`config.mk`:
```
export PLATFORM = sky130hd
export DESIGN_NAME = xbf_sample_framer
export DESIGN_NICKNAME = d
export VERILOG_FILES = /design/src/rtl/xbf_sample_framer.sv
export SDC_FILE = /design/constraint.sdc
export NUM_CORES = 1
export LEC_CHECK = 0
export CAP_MARGIN = 30
export CORE_UTILIZATION = 30
export CTS_CLUSTER_DIAMETER = 50
export CTS_CLUSTER_SIZE = 28
export DETAILED_ROUTE_END_ITERATION = 7
export PLACE_DENSITY_LB_ADDON = 0.3
export REMOVE_ABC_BUFFERS = 1
export SYNTH_ARGS = -nofsm -noshare
export SYNTH_HDL_FRONTEND = slang
export SYNTH_SLANG_ARGS = --single-unit
```
`constraint.sdc`:
```
create_clock -name clk -period 14.65 [get_ports clk]
set_input_delay 2.93 -clock clk [delete_from_list [all_inputs] [get_ports clk]]
set_output_delay 2.93 -clock clk [all_outputs]
set_load 0.02 [all_outputs]
```
`src/rtl/xbf_sample_framer.sv`:
```
// Serial-to-parallel sample framer feeding XBF_Top: packs NUM_CH interleaved samples into one indexed snapshot.
// Optional beat-gap timeout is enabled with `define XBF_FRAMER_TIMEOUT_EN.
module xbf_sample_framer #(
    parameter int DW     = 16,
    parameter int NUM_CH = 8,
    parameter int IDXW   = 12,
    parameter int TMO    = 64
) (
    input  logic                 clk,
    input  logic                 rst,
    input  logic [DW-1:0]        s_data,
    input  logic                 s_valid,
    input  logic                 s_first,
    output logic                 s_ready,
    output logic [NUM_CH*DW-1:0] m_data,
    output logic [IDXW-1:0]      m_idx,
    output logic                 m_valid,
    input  logic                 m_ready,
    output logic                 err_sync,
    output logic [7:0]           err_cnt,
    output logic [1:0]           dbg_state
);

    // Handshakes: a beat moves when s_valid & s_ready at a rising edge, a snapshot
    // moves when m_valid & m_ready; a raised m_valid holds m_data/m_idx until it moves.

    localparam int CW = $clog2(NUM_CH);
    localparam logic [CW-1:0] LAST = CW'(NUM_CH - 1);

    typedef enum logic [1:0] {
        SYNC = 2'd0,
        FILL = 2'd1,
        FULL = 2'd2
    } state_t;

    state_t               state;
    logic [CW-1:0]        count;
    logic [DW-1:0]        fill_buf [NUM_CH];
    logic [IDXW-1:0]      idx_cnt;
    logic [NUM_CH*DW-1:0] fill_word;
    logic [NUM_CH*DW-1:0] done_word;
    logic                 beat;
    logic                 xfer;
    logic                 out_free;
    logic                 first_err;
    logic                 timeout;

    assign beat      = s_valid & s_ready;
    assign xfer      = m_valid & m_ready;
    assign out_free  = ~m_valid | m_ready;
    assign first_err = (state == FILL) & beat & s_first & (count != '0);
    assign dbg_state = state;

    // done_word is the snapshot as it stands once the current beat lands in the last lane.
    always_comb begin
        fill_word = '0;
        for (int k = 0; k < NUM_CH; k++) begin
            fill_word[k*DW +: DW] = fill_buf[k];
        end
        done_word = fill_word;
        done_word[(NUM_CH-1)*DW +: DW] = s_data;
    end

`ifdef XBF_FRAMER_TIMEOUT_EN
    localparam int GW = $clog2(TMO + 1);

    logic [GW-1:0] gap;

    // Fires on the TMO-th consecutive idle cycle of a partial snapshot.
    assign timeout = (state == FILL) && (count != '0) && !beat && (gap == GW'(TMO - 1));

    always_ff @(posedge clk or posedge rst) begin
        if (rst) begin
            gap <= '0;
        end else if ((state != FILL) || (count == '0) || beat || timeout) begin
            gap <= '0;
        end else begin
            gap <= gap + GW'(1);
        end
    end
`else
    assign timeout = 1'b0;
`endif

    always_ff @(posedge clk or posedge rst) begin
        if (rst) begin
            state    <= SYNC;
            count    <= '0;
            idx_cnt  <= '0;
            m_valid  <= 1'b0;
            m_data   <= '0;
            m_idx    <= '0;
            s_ready  <= 1'b0;
            err_sync <= 1'b0;
            err_cnt  <= '0;
            for (int k = 0; k < NUM_CH; k++) begin
                fill_buf[k] <= '0;
            end
        end else begin
            err_sync <= 1'b0;
            s_ready  <= 1'b1;
            if (xfer) begin
                m_valid <= 1'b0;
            end
            if (first_err || timeout) begin
                err_sync <= 1'b1;
                if (err_cnt != 8'hFF) begin
                    err_cnt <= err_cnt + 8'd1;
                end
            end

            case (state)
                SYNC: begin
                    if (beat && s_first) begin
                        fill_buf[0] <= s_data;
                        count       <= CW'(1);
                        state       <= FILL;
                    end
                end

                FILL: begin
                    if (timeout) begin
                        count <= '0;
                        state <= SYNC;
                    end else if (beat) begin
                        if (first_err) begin
                            // Misplaced channel 0 restarts the snapshot; no index is spent.
                            fill_buf[0] <= s_data;
                            count       <= CW'(1);
                        end else if (count == LAST) begin
                            count <= '0;
                            if (out_free) begin
                                m_data  <= done_word;
                                m_idx   <= idx_cnt;
                                idx_cnt <= idx_cnt + IDXW'(1);
                                m_valid <= 1'b1;
                            end else begin
                                fill_buf[LAST] <= s_data;
                                state          <= FULL;
                                s_ready        <= 1'b0;
                            end
                        end else begin
                            fill_buf[count] <= s_data;
                            count           <= count + CW'(1);
                        end
                    end
                end

                FULL: begin
                    if (xfer) begin
                        m_data  <= fill_word;
                        m_idx   <= idx_cnt;
                        idx_cnt <= idx_cnt + IDXW'(1);
                        m_valid <= 1'b1;
                        count   <= '0;
                        state   <= FILL;
                    end else begin
                        s_ready <= 1'b0;
                    end
                end

                default: begin
                    count <= '0;
                    state <= SYNC;
                end
            endcase
        end
    end

endmodule

```
==> results of run 1 <==
==> metal layers <==
metal	vias up	global-route usage, %	wire, µm
met4	0	4.619	584
met2	144	21.44	12980
met5	-	0	0
li1	3064	-	-
met3	41	4.458	1714
met1	3531	18.45	12550
==> cell usage after synthesis, types with 4 or more instances <==
| library cell | number | area share [%] |
|---|---|---|
| buf_2 | 13 | 0.54 |
| mux2_2 | 188 | 17 |
| inv_1 | 14 | 0.43 |
| ha_1 | 10 | 1.0 |
| nor3_1 | 4 | 0.16 |
| mux2_4 | 80 | 9.9 |
| buf_6 | 12 | 1.1 |
| nor2_1 | 9 | 0.28 |
| xor2_1 | 6 | 0.43 |
| nand2_1 | 9 | 0.28 |
| nand3_1 | 7 | 0.29 |
| xnor2_1 | 12 | 0.87 |
| a21oi_1 | 4 | 0.16 |
| mux2_1 | 19 | 1.8 |
| dfrtp_1 | 296 | 61 |
| nand4_1 | 15 | 0.77 |
==> worst max-delay path, delay by kind of cell <==
| family | cells | cell delay, ns |
|---|---|---|
| buffers and inverters | 3 | 1.27 |
| AO/OA/AOI/OAI | 1 | 0.72 |
| multiplexers | 1 | 0.34 |
| AND/OR/NAND/NOR | 2 | 0.62 |
==> state kept, by name (all words and copies together), names as in the netlist <==
| register | count |
|---|---|
| idx_cnt | 12 |
| done_word | 112 |
| dbg_state | 2 |
| err_sync | 1 |
| m_valid | 1 |
| m_data | 128 |
| err_cnt | 8 |
| m_idx | 12 |
| s_ready | 1 |
| fill_buf | 16 |
| count | 3 |
==> final cells by class <==
class / count / area, µm²
Inverter: 14 / 60.06
Clock buffer: 44 / 1036
Multi-Input combinational cell: 405 / 4473
Timing Repair Buffer: 186 / 1882
Fill cell: 3753 / 24000
Sequential cell: 296 / 7407
Clock inverter: 26 / 306.5
Tap cell: 525 / 656.9
==> logic make-up (layout without fill, tap and decap cells) <==
| group | after synthesis | after routing | synth area share, % |
|---|---|---|---|
| XOR/XNOR | 18 | 18 | 1.298 |
| buffers and inverters | 45 | 270 | 2.328 |
| multiplexers | 288 | 288 | 29.16 |
| adder cells (fa/ha/maj) | 10 | 10 | 1.030 |
| AND/OR/NAND/NOR | 63 | 63 | 3.369 |
| AO/OA/AOI/OAI | 26 | 26 | 1.824 |
| flip-flops | 296 | 296 | 60.99 |
==> power groups by stage <==
stage	clock [µW]	combinational [µW]	sequential (µW)
CTS	1010	1620	1360
global route	1040	1710	1410
finish	972	1600	1360
floorplan	0	962	1530
detailed placement	0	1610	1370
global placement	0	1590	1370
==> worst max-delay path by stage <==
stage	startpoint	endpoint	slack, ns	depth (start not counted)
finish	m_ready	m_data[22]$_DFFE_PP0P_	9.10	7
CTS	s_valid	m_data[89]$_DFFE_PP0P_	9.10	6
detailed placement	s_valid	m_data[105]$_DFFE_PP0P_	8.53	6
global placement	s_valid	m_data[85]$_DFFE_PP0P_	8.52	6
floorplan	rst	count[0]$_DFFE_PP0P_	3.54	1
global route	m_ready	m_data[5]$_DFFE_PP0P_	8.97	7
==> stage by stage <==
step,power [µW],hold slack [ns],worst slack [ns]
2_1_floorplan,2495,0.4464,3.544
3_3_place_gp,2955,0.4637,8.523
3_5_place_dp,2987,0.4699,8.535
6_report,3933,0.4794,9.102
5_1_grt,4152,0.5014,8.973
4_1_cts,3990,0.4785,9.101
==> layout by cell type, fill, tap and decap left out, types with 5 or more instances in the layout <==
master,n
dfrtp_1,296
mux2_2,188
clkdlybuf4s50_1,173
mux2_4,80
clkbuf_16,40
mux2_1,19
nand4_1,15
inv_1,13
xnor2_1,12
buf_4,10
nor2_1,9
nand2_1,9
ha_1,9
nand3_1,7
xor2_1,6
inv_8,5
clkinv_4,5
inv_6,5
==> flow_summary.rst, run 1 <==
.. list-table::
   :header-rows: 1

   * - Metric
     - Value
   * - Highest cell delay on the worst timing path
     - 0.72 ns
   * - Maximum net fanout on the critical path
     - 38
   * - Area Overhead vs Synth
     - 30.27%
   * - Hold buffer count at cts
     - 0
   * - Die width
     - 203.2 µm
   * - Num rows
     - 73
   * - Remaining DRCs
     - 0
   * - Worst reg2reg path endpoint
     - m_data[22]$_DFFE_PP0P_
   * - Data arrival time at the worst-slack endpoint
     - 5.98 ns
   * - Final slew viol count
     - 0
   * - Final cell count without fillers
     - 1496
   * - Total via count in the routed design
     - 6780
   * - Most used DFF post-synth
     - dfrtp_1
   * - Number of antenna diodes
     - 0
   * - Share of total power consumed by net switching
     - 32.98%
   * - Startpoint of the worst register-to-register path
     - count[1]$_DFFE_PP0P_
   * - Worst slew slack as a fraction of its limit
     - 35.40%
   * - CP Launch Type
     - primary input
   * - Number of setup violations in the final report
     - 0
   * - Cells along the critical path
     - clkdlybuf4s50_1, nor2b_1, o21ai_1, nand3_4, buf_4, buf_16, mux2_4
   * - Grt total ovfl
     - 0
   * - Number of cells after detailed placement
     - 1425
   * - Overall die area
     - 0.04129 mm²
   * - Worst Reg-to-Reg Cells
     - 8
   * - Setup skew after layout
     - 0.01222 ns
   * - Endpoint with the worst hold slack
     - idx_cnt[11]$_DFFE_PP0P_
   * - Fmax
     - 180.3 MHz
   * - Max clock buf depth
     - 3
   * - Critical path start-end classification
     - in2reg
   * - Share of total power in combinational logic
     - 40.8%
   * - Number of nets at the end of the flow
     - 973
   * - Slowest cell on the critical path
     - o21ai_1
   * - Sequential element share of the synthesized area
     - 60.99%
   * - CTS root buffer
     - clkbuf_16
   * - Hold path depth
     - 1
   * - RSZ-0062 raised after global routing
     - false
   * - Total standard cell area after synthesis
     - 0.01215 mm²
   * - Number of buffers created by CTS
     - 39
   * - Fraction of layout instances using a drive strength above 1
     - 37.38%
   * - Min Tclk post-route
     - 5.548 ns
   * - Post-synth EDFFs
     - 0
   * - Type of the worst min-delay path
     - reg2reg
   * - Routed WL
     - 27.83 mm
   * - Starting density of the core
     - 30.50%
   * - Post-route core utilization
     - 39.73%
   * - Vias per cell
     - 4.532
   * - 1st-pass router iterations
     - 4
   * - Start point of the worst hold path
     - idx_cnt[11]$_DFFE_PP0P_
   * - Fraction of power consumed by the clock network
     - 24.7%
   * - Proportion of register bits with asynchronous set or reset after synthesis
     - 100.0%
   * - Clock tree from TritonCTS
     - done
   * - Post-CTS setup-driven buffer insertion count
     - 0
   * - Iteration-0 DRC Markers
     - 229
   * - Sink count of the clock tree
     - 296
   * - Detailed-placement wirelength estimate
     - 17.02 mm
   * - Final cell area excluding filler cells
     - 0.01582 mm²
   * - Via count of the first global-routing pass
     - 7100
   * - First-pass GRT wire length
     - 43.66 mm
   * - Reg clk slew, reported paths
     - 0.06 ns
   * - Register bit total from synthesis
     - 296
   * - CTS H-Tree Depth
     - 2
   * - Final ANT Viol Nets
     - 0
   * - Routed length per placed instance
     - 18.60 µm
   * - Die span in y
     - 203.2 µm
   * - Last weighted congestion value of the routability-driven placer
     - 0.7202
   * - Switching power summed over all nets
     - 1297 µW
   * - Clock insertion delay at the later pin of the skew report
     - 0.55 ns
   * - Number of ports placed on the die boundary
     - 174
   * - Result of the run
     - finished clean
   * - Design internal power
     - 2636 µW
   * - Least-Margin Pin Slew
     - 0.9617 ns
   * - Type of destination of the critical path
     - flop
   * - Max_cap viols
     - 0
   * - Antenna violations before repair
     - 0
   * - Maximum number of pins on one net before global-route repair
     - 172
   * - Required time at the endpoint of the critical path
     - 15.08 ns
   * - Hold violation total from the final report
     - 0
   * - Final TNS setup
     - 0 ns
   * - Synthesized area per cell
     - 16.28 µm²
   * - Flop pwr share
     - 34.5%
   * - Leakage power figure
     - 0.007270 µW
   * - Number of different library cells in the post-synthesis netlist
     - 49
   * - Cell Pwr Density
     - 248.6 mW/mm²
   * - Area after detailed placement
     - 0.01445 mm²
   * - All-layer global routing usage
     - 13.92%
   * - Cell count after synthesis
     - 746
   * - Core area
     - 0.03982 mm²
   * - Cells resized by post-CTS repair
     - 0
   * - VDD IR max
     - 0.1257 mV
   * - Register-to-register setup slack
     - 10.72 ns
   * - Synthesis warning total
     - 0
   * - Port-buffer cells
     - 173
   * - Part of the cycle the worst path needs
     - 37.87%
Power figures use the tool's default switching activity.
==> run 2: changes to the inputs <==
==> constraint.sdc (replaced) <==
create_clock -name clk -period 5.75 [get_ports clk]
set_input_delay 1.15 -clock clk [delete_from_list [all_inputs] [get_ports clk]]
set_output_delay 1.15 -clock clk [all_outputs]
set_load 0.02 [all_outputs]
==> run 2 against run 1 <==
Net effect:
- first-iteration DRC count is 37% lower
- sequential share of layout area increased by 0.12 points
- final cell count is essentially flat
- final area down 0.26%
- clock power grew 150%
- via count is essentially flat
- critical path depth did not move
- combinational power grew to 2.5 times the previous value
- register-to-register slack lost 8.6 ns
- clock skew rose by 0.00059 ns
==> flow_summary.rst, run 2 (same netlist as run 1, synthesis figures left out) <==
.. list-table::
   :header-rows: 1

   * - Metric
     - Value
   * - Result of the run
     - finished clean
   * - Number of ports placed on the die boundary
     - 174 (unchanged)
   * - Data arrival time at the worst-slack endpoint
     - 4.10 ns (-1.88 ns)
   * - Start point of the worst hold path
     - idx_cnt[11]$_DFFE_PP0P_
   * - Number of setup violations in the final report
     - 0 (unchanged)
   * - Number of nets at the end of the flow
     - 973 (unchanged)
   * - Type of destination of the critical path
     - flop
   * - Port-buffer cells
     - 173 (unchanged)
   * - Worst slew slack as a fraction of its limit
     - 39.92% (+4.5 points)
   * - Grt total ovfl
     - 0 (unchanged)
   * - Detailed-placement wirelength estimate
     - 17.29 mm (+1.5%)
   * - Most repeated library cell on the critical path
     - ha_1
   * - Critical path start-end classification
     - reg2reg
   * - Maximum number of pins on one net before global-route repair
     - 111 (-35%)
   * - Highest cell delay on the worst timing path
     - 0.71 ns (about the same)
   * - Part of the cycle the worst path needs
     - 63.77%
   * - Sink count of the clock tree
     - 296 (unchanged)
   * - RSZ-0062 raised after global routing
     - false
   * - Share of total power consumed by net switching
     - 33.23% (+0.25 points)
   * - Last weighted congestion value of the routability-driven placer
     - 0.7718 (+7.2%)
   * - VDD IR max
     - 0.3517 mV (+180%)
   * - Via count of the first global-routing pass
     - 7233 (+1.9%)
   * - Maximum net fanout on the critical path
     - 75 (+97%)
   * - Min Tclk post-route
     - 3.667 ns
   * - Area after detailed placement
     - 0.01448 mm² (+0.16%)
   * - Total via count in the routed design
     - 6782 (+0.029%)
   * - Starting density of the core
     - 30.50% (unchanged)
   * - Remaining DRCs
     - 0 (unchanged)
   * - CTS root buffer
     - clkbuf_16
   * - Hold buffer count at cts
     - 0 (unchanged)
   * - Least-Margin Pin Slew
     - 0.8945 ns (-0.06725 ns)
   * - Final ANT Viol Nets
     - 0 (unchanged)
   * - CP Launch Type
     - flop
   * - Hold violation total from the final report
     - 0 (unchanged)
   * - Setup skew after layout
     - 0.01281 ns (+0.0005864 ns)
   * - Max clock buf depth
     - 3 (unchanged)
   * - Number of antenna diodes
     - 0 (unchanged)
   * - Overall die area
     - 0.04129 mm² (unchanged)
   * - Area Overhead vs Synth
     - 29.93%
   * - Max_cap viols
     - 0 (unchanged)
   * - Post-CTS setup-driven buffer insertion count
     - 0 (unchanged)
   * - Core area
     - 0.03982 mm² (unchanged)
   * - CTS H-Tree Depth
     - 2 (unchanged)
   * - Cells resized by post-CTS repair
     - 0 (unchanged)
   * - Final slew viol count
     - 0 (unchanged)
   * - Fraction of power consumed by the clock network
     - 24.2% (-0.5 points)
   * - Die span in y
     - 203.2 µm (unchanged)
   * - Routed length per placed instance
     - 18.65 µm (+0.29%)
   * - Clock insertion delay at the later pin of the skew report
     - 0.55 ns (about the same)
   * - Design internal power
     - 6617 µW (+150%)
   * - Startpoint of the worst register-to-register path
     - count[1]$_DFFE_PP0P_
   * - 1st-pass router iterations
     - 4 (unchanged)
   * - Type of the worst min-delay path
     - reg2reg
   * - First-pass GRT wire length
     - 44.12 mm (+1.0%)
   * - Most common cell after layout, fill and taps aside
     - dfrtp_1
   * - Clock tree from TritonCTS
     - done
   * - Number of flip-flops under the largest register name
     - 128 (unchanged)
   * - All-layer global routing usage
     - 14.02% (+0.10 points)
   * - Share of total power in combinational logic
     - 40.9% (about the same)
   * - Routed WL
     - 27.93 mm (+0.35%)
   * - Slowest cell on the critical path
     - o21ai_1
   * - Fmax
     - 272.7 MHz
   * - Fraction of layout instances using a drive strength above 1
     - 37.65% (+0.27 points)
   * - Sum of internal, switching and leakage power
     - 9910 µW (+150%)
   * - Reg clk slew, reported paths
     - 0.06 ns (about the same)
   * - Final cell area excluding filler cells
     - 0.01578 mm² (-0.26%)
   * - Post-route core utilization
     - 39.63% (-0.10 points)
   * - Vias per cell
     - 4.530 (about the same)
   * - Switching power summed over all nets
     - 3293 µW (+150%)
   * - Num rows
     - 73 (unchanged)
   * - Most flop-heavy register
     - m_data
   * - Worst Hold Slack
     - 0.4762 ns (-0.003228 ns)
   * - Kind of cell with the highest combined delay on the critical path
     - compound AO/OA/AOI/OAI gates
   * - Cells along the critical path
     - ha_1, ha_1, inv_1, o21ai_1, nand3_4, buf_12, mux2_4
   * - Flop pwr share
     - 35.0% (+0.5 points)
   * - Cell Pwr Density
     - 628.0 mW/mm² (+150%)
   * - Required time at the endpoint of the critical path
     - 6.18 ns (-8.90 ns)
   * - Leakage power figure
     - 0.007249 µW (-0.30%)
   * - Die width
     - 203.2 µm (unchanged)
   * - Buffers & Inverters on Critical Path
     - 2 (-1)
   * - Most used cells in the layout excluding fill and tap cells
     - 296 x dfrtp_1, 188 x mux2_2, 173 x clkdlybuf4s50_1, 80 x mux2_4, 39 x clkbuf_16
   * - Setup crit start
     - count[1]$_DFFE_PP0P_
   * - Antenna violations before repair
     - 0 (unchanged)
   * - Number of buffers created by CTS
     - 38 (-2.6%)
   * - Iteration-0 DRC Markers
     - 144 (-37%)
run 2: area by class of cell:
| type | instances | area [µm²] |
|---|---|---|
| clock buffer | 42 | 1017 |
| clock inverter | 28 | 287.8 |
| fill | 3788 | 24040 |
| inverter | 14 | 60.06 |
| multi-input combinational | 405 | 4473 |
| sequential | 296 | 7407 |
| tap | 525 | 656.9 |
| timing repair buffer | 187 | 1878 |
run 2: through the flow:
step	TNS (ns)	setup WS (ns)	instances
after floorplan	-1058.44	-3.576	715
after global placement	0	1.807	1426
after detailed placement	0	1.724	1427
after CTS	0	2.121	1497
after global routing	0	1.868	1497
final	0	2.083	1497
run 2: worst reg2reg max path, delay by kind of cell (launching register included):
family	cells	cell delay (ns)
AOI/OAI and AO/OA	1	0.71
adders and majority gates	2	0.67
buffers and inverters	2	0.60
and+or+nand+nor	1	0.57
DFF	1	0.51
muxes	1	0.49
run 2: final timing paths:
kind	end	slack [ns]	cells past startpoint
hold reg to reg	idx_cnt[11]$_DFFE_PP0P_	0.48	1
setup reg to reg	m_data[119]$_DFFE_PP0P_	2.08	7
min in group asynchronous	m_data[65]$_DFFE_PP0P_	1.13	2
setup / recovery	m_data[119]$_DFFE_PP0P_	2.08	7
hold / removal	idx_cnt[11]$_DFFE_PP0P_	0.48	1
max in group asynchronous	done_word[41]$_DFFE_PP0P_	3.40	3
run 2: per-layer routing:
layer	global-route usage, %	up-vias	routed length (µm)
li1	-	3077	-
met1	18.43	3510	12670
met2	21.64	150	12790
met3	4.522	45	1769
met4	4.914	0	693
met5	0	-	0
run 2: power groups by stage:
stage | logic [µW] | clock network, µW | registers, µW
2_1_floorplan | 2450 | 0 | 3910
3_3_place_gp | 4050 | 0 | 3490
3_5_place_dp | 4110 | 0 | 3500
4_1_cts | 4120 | 2500 | 3480
5_1_grt | 4330 | 2580 | 3580
6_report | 4050 | 2400 | 3460
==> run 3: changes to the inputs <==
==> constraint.sdc (replaced) <==
create_clock -name clk -period 3 [get_ports clk]
set_input_delay 0.6 -clock clk [delete_from_list [all_inputs] [get_ports clk]]
set_output_delay 0.6 -clock clk [all_outputs]
set_load 0.02 [all_outputs]
==> run 3 against run 2 <==
Net effect:
- sequential power is 92% higher
- via count grew 0.13%
- global-route usage decreased by 0.28 points
- wire length down 0.38%
- final area is 1.5% higher
- fmax increased by 48%
- non-clock buffer count grew 24
- count of clock-buffer cells in the layout grew 6
- register-to-register slack got worse by 1.6 ns
- combinational power is 97% higher
- sequential share of layout area down 0.68 points
==> flow_summary.rst, run 3 (same netlist as run 1, synthesis figures left out) <==
.. list-table::
   :header-rows: 1

   * - Metric
     - Value
   * - Most used cells in the layout excluding fill and tap cells
     - 296 x dfrtp_1, 188 x mux2_2, 173 x clkdlybuf4s50_1, 80 x mux2_4, 39 x clkbuf_16
   * - Flop pwr share
     - 34.8% (-0.2 points)
   * - Leakage power figure
     - 0.007375 µW (+1.7%)
   * - Port-buffer cells
     - 173 (unchanged)
   * - Clock tree from TritonCTS
     - done
   * - Area after detailed placement
     - 0.01475 mm² (+1.9%)
   * - CTS H-Tree Depth
     - 2 (unchanged)
   * - Setup skew after layout
     - 0.01746 ns (+0.004648 ns)
   * - Antenna violations before repair
     - 0 (unchanged)
   * - Min Tclk post-route
     - 2.484 ns (-1.182 ns)
   * - Final ANT Viol Nets
     - 0 (unchanged)
   * - First-pass GRT wire length
     - 43.44 mm (-1.5%)
   * - Overall die area
     - 0.04129 mm² (unchanged)
   * - Number of buffers created by CTS
     - 38 (unchanged)
   * - Hold violation total from the final report
     - 0 (unchanged)
   * - Number of ports placed on the die boundary
     - 174 (unchanged)
   * - Most common cell after layout, fill and taps aside
     - dfrtp_1
   * - Post-route core utilization
     - 40.21% (+0.58 points)
   * - Global-route track usage on met1
     - 18.63% (+0.20 points)
   * - Number of antenna diodes
     - 0 (unchanged)
   * - Max_cap viols
     - 0 (unchanged)
   * - Type of destination of the critical path
     - flop
   * - Starting density of the core
     - 30.50% (unchanged)
   * - Core area
     - 0.03982 mm² (unchanged)
   * - Maximum number of pins on one net before global-route repair
     - 78 (-30%)
   * - Least-Margin Pin Slew
     - 0.6123 ns (-0.2822 ns)
   * - Clock insertion delay at the later pin of the skew report
     - 0.52 ns (-0.03 ns)
   * - Part of the cycle the worst path needs
     - 82.81% (+19 points)
   * - Remaining DRCs
     - 0 (unchanged)
   * - Result of the run
     - finished clean
   * - Number of nets at the end of the flow
     - 997 (+2.5%)
   * - Vias per cell
     - 4.474 (-1.3%)
   * - Maximum net fanout on the critical path
     - 13 (-83%)
   * - 1st-pass router iterations
     - 4 (unchanged)
   * - Last weighted congestion value of the routability-driven placer
     - 0.7204 (-6.7%)
   * - Worst slew slack as a fraction of its limit
     - 59.18% (+19 points)
   * - VDD IR max
     - 0.5171 mV (+47%)
   * - Fraction of power consumed by the clock network
     - 23.6% (-0.6 points)
   * - Cell Pwr Density
     - 1197 mW/mm² (+91%)
   * - Sink count of the clock tree
     - 296 (unchanged)
   * - Number of flip-flops under the largest register name
     - 128 (unchanged)
   * - Reg clk slew, reported paths
     - 0.06 ns (about the same)
   * - Grt total ovfl
     - 0 (unchanged)
   * - Total via count in the routed design
     - 6791 (+0.13%)
   * - Met3 demand-to-capacity share in global routing
     - 3.627% (-0.89 points)
   * - Max clock buf depth
     - 3 (unchanged)
   * - Type of the worst min-delay path
     - reg2reg
   * - Data arrival time at the worst-slack endpoint
     - 2.88 ns (-1.22 ns)
   * - Switching power summed over all nets
     - 6264 µW (+90%)
   * - Sum of internal, switching and leakage power
     - 19170 µW (+93%)
   * - CTS root buffer
     - clkbuf_16
   * - Critical path start-end classification
     - reg2reg
   * - Post-CTS setup-driven buffer insertion count
     - 0 (unchanged)
   * - Routed length per placed instance
     - 18.33 µm (-1.8%)
   * - Area Overhead vs Synth
     - 31.83%
   * - Fmax
     - 402.5 MHz (+48%)
   * - Routed WL
     - 27.82 mm (-0.38%)
   * - Most flop-heavy register
     - m_data
   * - Via count of the first global-routing pass
     - 7227 (-0.083%)
   * - Num rows
     - 73 (unchanged)
   * - Detailed-placement wirelength estimate
     - 17.99 mm (+4.1%)
   * - Share of total power in combinational logic
     - 41.7% (+0.8 points)
   * - Crit path setup slack, layout
     - 0.5157 ns (-1.568 ns)
   * - Share of total power consumed by net switching
     - 32.68% (-0.55 points)
   * - All-layer global routing usage
     - 13.75% (-0.28 points)
   * - Hold buffer count at cts
     - 0 (unchanged)
   * - Fraction of layout instances using a drive strength above 1
     - 38.57% (+0.92 points)
   * - Cells resized by post-CTS repair
     - 0 (unchanged)
   * - Final slew viol count
     - 0 (unchanged)
   * - Required time at the endpoint of the critical path
     - 3.40 ns (-2.78 ns)
   * - Most utilized layer in the global route result
     - met2
   * - RSZ-0062 raised after global routing
     - false
   * - Placement Setup Slack
     - 0.3272 ns (-1.396 ns)
   * - Die span in y
     - 203.2 µm (unchanged)
   * - Number of setup violations in the final report
     - 0 (unchanged)
   * - Iteration-0 DRC Markers
     - 297 (+110%)
   * - Final cell area excluding filler cells
     - 0.01601 mm² (+1.5%)
   * - Die width
     - 203.2 µm (unchanged)
   * - CP Launch Type
     - flop
   * - Worst Hold Slack
     - 0.4755 ns (-0.0006320 ns)
   * - GRT met2 Usage
     - 21.50% (-0.13 points)
   * - Design internal power
     - 12900 µW (+95%)
-- run 3: changes by cell type in the layout (fill, tap and decap cells not counted), sizes merged --
cell,before,now
clkbuf,42,48
clkinv,16,5
buf,14,38
inv,20,22
-- run 3: path summary, 6_finish.rpt --
| path | startpoint | to | slack, ns | depth (start not counted) |
|---|---|---|---|---|
| setup / recovery | count[1]$_DFFE_PP0P_ | done_word[8]$_DFFE_PP0P_ | 0.52 | 8 |
| hold / removal | idx_cnt[11]$_DFFE_PP0P_ | idx_cnt[11]$_DFFE_PP0P_ | 0.48 | 1 |
| setup reg to reg | count[1]$_DFFE_PP0P_ | done_word[8]$_DFFE_PP0P_ | 0.52 | 8 |
| hold reg to reg | idx_cnt[11]$_DFFE_PP0P_ | idx_cnt[11]$_DFFE_PP0P_ | 0.48 | 1 |
| max in group asynchronous | rst | fill_buf[10]$_DFFE_PP0P_ | 1.73 | 3 |
| min in group asynchronous | rst | m_data[96]$_DFFE_PP0P_ | 0.58 | 2 |
-- run 3: power by group through the flow --
stage               combinational, µW  sequential, µW  clock (µW)
floorplan                        3680            7350           0
global placement                 8010            6720           0
detailed placement               8090            6750           0
CTS                              8130            6700        4670
global route                     8530            6900        4810
finish                           7980            6660        4520
-- run 3: metal layers --
layer	wire, µm	vias up	share of wire (%)
met5	0	-	0
met4	594	0	2.1
met3	1560	44	5.6
met2	12890	141	46
met1	12780	3480	46
li1	-	3126	-
-- run 3: worst max-delay path, stage by stage, from the launching register on --
cell	delay, ns
dfrtp_1	0.48
ha_1	0.24
ha_1	0.19
buf_4	0.19
nor2_2	0.14
a221oi_1	0.13
a2111oi_4	0.41
buf_12	0.24
mux2_2	0.35
-- run 3: per-stage QoR --
step	setup TNS, ns	cells
finish	0	1518
floorplan	-2067.38	715
global route	0	1518
detailed placement	0	1451
global placement	0	1451
CTS	0	1518
-- run 3: cell type report --
type / count / area, µm²
clock buffer: 48 / 1060
sequential: 296 / 7407
inverter: 14 / 60.06
multi-input combinational: 405 / 4473
tap: 525 / 656.9
clock inverter: 19 / 200.2
timing repair buffer: 211 / 2155
fill: 3785 / 23810
==> variant 1 (settings of run 1) <==
The parameter `DW` goes from 16 to 32.
--- a/src/rtl/xbf_sample_framer.sv
+++ b/src/rtl/xbf_sample_framer.sv
@@ -3,3 +3,3 @@
 module xbf_sample_framer #(
-    parameter int DW     = 16,
+    parameter int DW     = 32,
     parameter int NUM_CH = 8,
Ports: changed (resized m_data and s_data); port bits go from 174 to 318. No check against the original RTL was run, so the function may have changed too.
==> variant 1 against run 1 <==
- worst setup slack better by 0.22 ns
- highest routed layer unchanged
- count of clock-buffer cells in the layout grew 21
- synthesized area is 75% higher
- worst hold slack got worse by 0.024 ns
- sequential cell count increased by 256
- sequential power increased by 86%
- total power grew 66%
- final area is 75% higher
- via count is 110% higher
- wire length rose by 99%
- clock skew is 0.012 ns higher
==> variant 1: results (changes against run 1) <==
| Metric | Value |
|---|---|
| Maximum fanout along the worst path | `205 (was 38)` |
| Leakage | `13.4 nW (was 7.27 nW)` |
| Drt wl/cell | `17.7 µm (was 18.6 µm)` |
| CTS buffer count | `60 (was 39)` |
| CP startpoint | `m_ready (unchanged)` |
| Initial antenna violation count | `0 (unchanged)` |
| Fill cells | `6838 (was 3753)` |
| Ys Warns | `0 (unchanged)` |
| Family with the most delay on the worst path | `buffers and inverters (unchanged)` |
| Resized cells post-CTS | `0 (unchanged)` |
| Seq/Total Area, Yosys | `64.9% (was 61.0%)` |
| H-tree depth | `2 (unchanged)` |
| Reg with most FFs | `m_data (unchanged)` |
| Post-synth ARST share | `100% (unchanged)` |
| Final net count | `2183 (was 973)` |
| Pin count of the biggest net entering global routing | `206 (was 172)` |
| Flop2flop setup slack | `10.72 ns (about the same)` |
| Vias in the first global route | `14400 (was 7100)` |
| Clk_lat worst skew | `0.62 ns (was 0.55 ns)` |
| Tightest Hold Check Type | `reg2reg (unchanged)` |
| Vias/cell | `4.52 (was 4.53)` |
| Dpl hpwl | `33.8 mm (was 17.0 mm)` |
| R2R Path Start | `dbg_state[0]$_DFFE_PP0P_ (was count[1]$_DFFE_PP0P_)` |
| IO buf count | `317 (was 173)` |
| Share of cells above drive strength 1 | `18.4% (was 37.4%)` |
| Crit path arrival time | `5.81 ns (was 5.98 ns)` |
| Longest Clk Path Bufs | `3 (unchanged)` |
| CTS root buf | `clkbuf_16 (unchanged)` |
| Final hold slack | `0.455 ns (was 0.479 ns)` |
| Status | `finished clean (unchanged)` |
| 1st-iter DRT viols | `781 (was 229)` |
| Top cells by count, synth | `762 x nand2_1, 552 x dfrtp_1, 256 x mux2_2 (was 296 x dfrtp_1, 188 x mux2_2, 80 x mux2_4)` |
| Library cells used by synthesis | `36 (was 49)` |
| GPL Wtd Cong | `0.759 (was 0.720)` |
| CP max-delay cell | `buf_12 (was o21ai_1)` |
| First drt pass iteration count | `5 (was 4)` |
| Worst Max-Slew Pin Slew | `1.05 ns (was 0.962 ns)` |
| Largest register FFs | `256 (was 128)` |
| Clk slew on worst S/H paths | `0.07 ns` |
| Fin Clk Skew | `0.0241 ns (was 0.0122 ns)` |
| Synth area leaders | `dfrtp_1 65%, mux2_2 14%, nand2_1 13% (was dfrtp_1 61%, mux2_2 17%, mux2_4 9.9%)` |
| Slowest stage delay, CP | `0.57 ns (was 0.72 ns)` |
| GR Util All Layers | `15.4% (was 13.9%)` |
| Worst vdd rail ir drop | `188 µV (was 126 µV)` |
| First-pass GRT wire length | `86.3 mm (was 43.7 mm)` |
| Post-CTS setup buffers | `0 (unchanged)` |
| Max-cap violation count | `0 (unchanged)` |
| ANT cells | `0 (unchanged)` |
| Hold Startpoint | `done_word[173]$_DFFE_PP0P_ (was idx_cnt[11]$_DFFE_PP0P_)` |
-- variant 1: power breakdown --
group	switching, mW	internal [mW]
logic	1.38	1.02
registers	0.385	2.14
clock network	0.754	0.853
-- variant 1: worst reg2reg max path: stages (launching register included) --
cell      delay [ns]
dfrtp_1         0.43
inv_1           0.16
ha_4            0.72
a21boi_0        0.40
a21oi_1         0.15
nand4_1         0.19
buf_12          0.57
buf_4           0.59
buf_16          0.31
o21ai_0         0.27
-- variant 1: kinds of logic (layout without fill, tap and decap cells) --
| group | after synthesis | in the layout | share of synthesized area, % |
|---|---|---|---|
| AO/OA/AOI/OAI | 49 | 49 | 1.36 |
| XOR/XNOR | 18 | 18 | 0.740 |
| adder cells (fa/ha/maj) | 10 | 10 | 0.588 |
| buffers and inverters | 101 | 462 | 2.49 |
| flip-flops | 552 | 552 | 64.9 |
| multiplexers | 291 | 291 | 15.2 |
| AND/OR/NAND/NOR | 805 | 805 | 14.8 |
-- variant 1: layout make-up --
| cell class | instances | area (µm²) | share of cell area (%) |
|---|---|---|---|
| clock buffer | 65 | 1560 | 5.65 |
| clock inverter | 48 | 598 | 2.16 |
| inverter | 9 | 41.3 | 0.149 |
| multi-input combinational | 1173 | 7000 | 25.3 |
| sequential | 552 | 13800 | 49.9 |
| tap | 940 | 1180 | 4.25 |
| timing repair buffer | 340 | 3470 | 12.5 |
-- variant 1: path summary, 6_finish.rpt --
kind                                                    to  cells after the start
worst max-delay path               m_data[228]$_DFFE_PP0P_                      8
min in group asynchronous          m_data[156]$_DFFE_PP0P_                      2
max in group asynchronous       done_word[147]$_DFFE_PP0P_                      5
worst max register to register     m_data[228]$_DFFE_PP0P_                      9
worst min-delay path               m_data[173]$_DFFE_PP0P_                      2
worst min register to register     m_data[173]$_DFFE_PP0P_                      2
-- variant 1: metal layers --
metal,vias up,global-route usage [%],share of wire (%)
li1,6572,-,-
met1,7190,20.7,45
met2,292,26.0,49
met3,84,2.50,3.9
met4,0,3.72,1.9
met5,-,0,0
-- variant 1: through the flow --
| step | std cells | area [µm²] | TNS [ns] | setup slack, ns | util, % |
|---|---|---|---|---|---|
| after floorplan | 1734 | 20800 | -2050.11 | -3.71 | - |
| final | 3127 | 27700 | 0 | 9.32 | 39.4 |
| after detailed placement | 3011 | 25400 | 0 | 8.34 | 36.2 |
| after global routing | 3127 | 27700 | 0 | 9.20 | 39.4 |
| after CTS | 3124 | 27600 | 0 | 9.00 | 39.3 |
| after global placement | 3009 | 25400 | 0 | 8.42 | 36.2 |
==> variant 2 (flow settings as in run 1) <==
Without the edit above. Put one more register stage on the output `err_cnt`. The value now appears one clock later. The other outputs are not delayed to match.
--- a/src/rtl/xbf_sample_framer.sv
+++ b/src/rtl/xbf_sample_framer.sv
@@ -34,2 +34,4 @@
     } state_t;
+
+    logic [7:0] err_cnt_s0;
 
@@ -94,3 +96,3 @@
             err_sync <= 1'b0;
-            err_cnt  <= '0;
+            err_cnt_s0 <= '0;
             for (int k = 0; k < NUM_CH; k++) begin
@@ -106,4 +108,4 @@
                 err_sync <= 1'b1;
-                if (err_cnt != 8'hFF) begin
-                    err_cnt <= err_cnt + 8'd1;
+                if (err_cnt_s0 != 8'hFF) begin
+                    err_cnt_s0 <= err_cnt_s0 + 8'd1;
                 end
@@ -169,2 +171,6 @@
 
+    always_ff @(posedge clk) begin
+        err_cnt <= err_cnt_s0;
+    end
+
 endmodule
Function: changed (Yosys sat finds a counterexample within 4 cycles, from zero or initial values and one cycle with rst high).
==> variant 2 against run 1 <==
- highest routed layer unchanged
- largest cell class unchanged
- wire length is 4.8% lower
- critical path type unchanged
- synthesized area down 3.5%
- total power fell by 6.1%
- sequential cell count rose by 8
- final area fell by 2.6%
- worst setup slack improved by 0.45 ns
- worst hold slack got worse by 0.067 ns
==> variant 2: results (changes against run 1) <==
| Metric | Value |
|---|---|
| Top cells by count, synth | `296 x dfrtp_1, 220 x mux2_2, 35 x mux2_1 (was 296 x dfrtp_1, 188 x mux2_2, 80 x mux2_4)` |
| Vias | `6699 (was 6780)` |
| Resized cells post-CTS | `0 (unchanged)` |
| First-pass GRT wire length | `41.0 mm (was 43.7 mm)` |
| Tightest Hold Check Type | `reg2reg (unchanged)` |
| Initial antenna violation count | `0 (unchanged)` |
| Clk slew on worst S/H paths | `0.06 ns (about the same)` |
| Ys Warns | `0 (unchanged)` |
| Synth area leaders | `dfrtp_1 63%, mux2_2 21%, mux2_1 3.4% (was dfrtp_1 61%, mux2_2 17%, mux2_4 9.9%)` |
| Clk_lat worst skew | `0.53 ns (was 0.55 ns)` |
| Main flop type after synthesis | `dfrtp_1 (unchanged)` |
| Hold_buf cts | `0 (unchanged)` |
| Longest Clk Path Bufs | `3 (unchanged)` |
| Largest register FFs | `128 (unchanged)` |
| Initial Util | `30.4% (was 30.5%)` |
| Flop2flop setup slack | `11.49 ns (was 10.72 ns)` |
| Library cells used by synthesis | `43 (was 49)` |
| H-tree depth | `2 (unchanged)` |
| Area grow syn2layout | `31.5% (was 30.3%)` |
| Worst vdd rail ir drop | `121 µV (was 126 µV)` |
| ANT cells | `0 (unchanged)` |
| Final net count | `967 (was 973)` |
| 1st-iter DRT viols | `198 (was 229)` |
| Crit path arrival time | `5.51 ns (was 5.98 ns)` |
| Seq/Total Area, Yosys | `64.6% (was 61.0%)` |
| First drt pass iteration count | `4 (unchanged)` |
| Share of cells above drive strength 1 | `31.7% (was 37.4%)` |
| Dpl hpwl | `16.2 mm (was 17.0 mm)` |
| CTS root buf | `clkbuf_16 (unchanged)` |
| Post-CTS setup buffers | `0 (unchanged)` |
| Final setup vio count | `0 (unchanged)` |
| Pre-CTS setup slack | `8.97 ns (was 8.53 ns)` |
| Post-synth ARST share | `97.4% (was 100%)` |
| CTS buffer count | `35 (was 39)` |
| Fill cells | `3708 (was 3753)` |
| Worst Max-Slew Pin Slew | `0.906 ns (was 0.962 ns)` |
| Maximum fanout along the worst path | `65 (was 38)` |
| Tmin final | `5.10 ns (was 5.55 ns)` |
| Pin count of the biggest net entering global routing | `168 (was 172)` |
| Status | `finished clean (unchanged)` |
| GR Util All Layers | `13.7% (was 13.9%)` |
| Vias in the first global route | `6908 (was 7100)` |
| Drt wl/cell | `17.9 µm (was 18.6 µm)` |
| Reg with most FFs | `m_data (unchanged)` |
| IO buf count | `173 (unchanged)` |
| GPL Wtd Cong | `0.720 (unchanged)` |
| Fin Clk Skew | `0.0114 ns (was 0.0122 ns)` |
| Leakage | `6.89 nW (was 7.27 nW)` |
==> variant 2: cell count changes after synthesis, sizes merged, moves of 7 or more <==
cell,before,now
mux2,287,255
mux2i,1,17
a21oi,4,19
nor2,10,20
dfxtp,0,8
inv,14,7
nand4,15,8
==> variant 2: layout make-up <==
cell class	instances	share of cell area, %
Sequential cell	304	49.1
Multi-Input combinational cell	405	25.8
Timing Repair Buffer	183	12.5
Clock buffer	39	5.91
Tap cell	518	4.21
Clock inverter	22	2.25
Inverter	7	0.219
==> variant 2: path summary, 6_finish.rpt <==
check | startpoint | endpoint | cells past startpoint
worst min-delay path | err_cnt_s0[6]$_DFFE_PP0P_ | err_cnt[6]$_DFF_P_ | 0
worst max-delay path | s_valid | m_data[33]$_DFFE_PP0P_ | 7
min in group asynchronous | rst | dbg_state[1]$_DFFE_PP0P_ | 2
worst min register to register | err_cnt_s0[6]$_DFFE_PP0P_ | err_cnt[6]$_DFF_P_ | 0
max in group asynchronous | rst | m_data[37]$_DFFE_PP0P_ | 3
worst max register to register | dbg_state[1]$_DFFE_PP0P_ | done_word[53]$_DFFE_PP0P_ | 6
==> variant 2: routing by layer <==
metal / up-vias / global-route usage (%) / part of all wire (%)
li1: 3041 / - / -
met1: 3472 / 18.3 / 45
met2: 141 / 20.9 / 46
met3: 45 / 4.12 / 6.4
met4: 0 / 5.17 / 2.3
met5: - / 0 / 0
==> variant 2: report_power, final <==
part | internal [mW] | switching, mW | leakage (nW)
registers | 1.18 | 0.184 | 3.88
logic | 0.728 | 0.657 | 2.39
clock network | 0.583 | 0.365 | 0.619
==> variant 2: per-stage QoR <==
step / cell area (µm²) / instances / hold WS, ns
after floorplan: 11500 / 716 / 0.379
after global placement: 14000 / 1412 / 0.403
after detailed placement: 14100 / 1415 / 0.403
after CTS: 15400 / 1476 / 0.417
after global routing: 15400 / 1478 / 0.429
final: 15400 / 1478 / 0.413
==> variant 2: critical path, stage by stage <==
cell	delay [ns]
clkdlybuf4s50_1	0.53
nand2_1	0.12
a2111o_1	0.45
a21oi_4	0.35
buf_4	0.36
buf_16	0.31
mux2_2	0.38
==> variant 2: logic make-up (layout without fill, tap and decap cells) <==
logic type	after synthesis	after routing	synth area share (%)
buffers and inverters	36	251	1.70
AND/OR/NAND/NOR	68	68	3.04
XOR/XNOR	18	18	1.35
AO/OA/AOI/OAI	37	37	2.31
multiplexers	272	272	26.0
adder cells (fa/ha/maj)	10	10	1.07
flip-flops	304	304	64.6
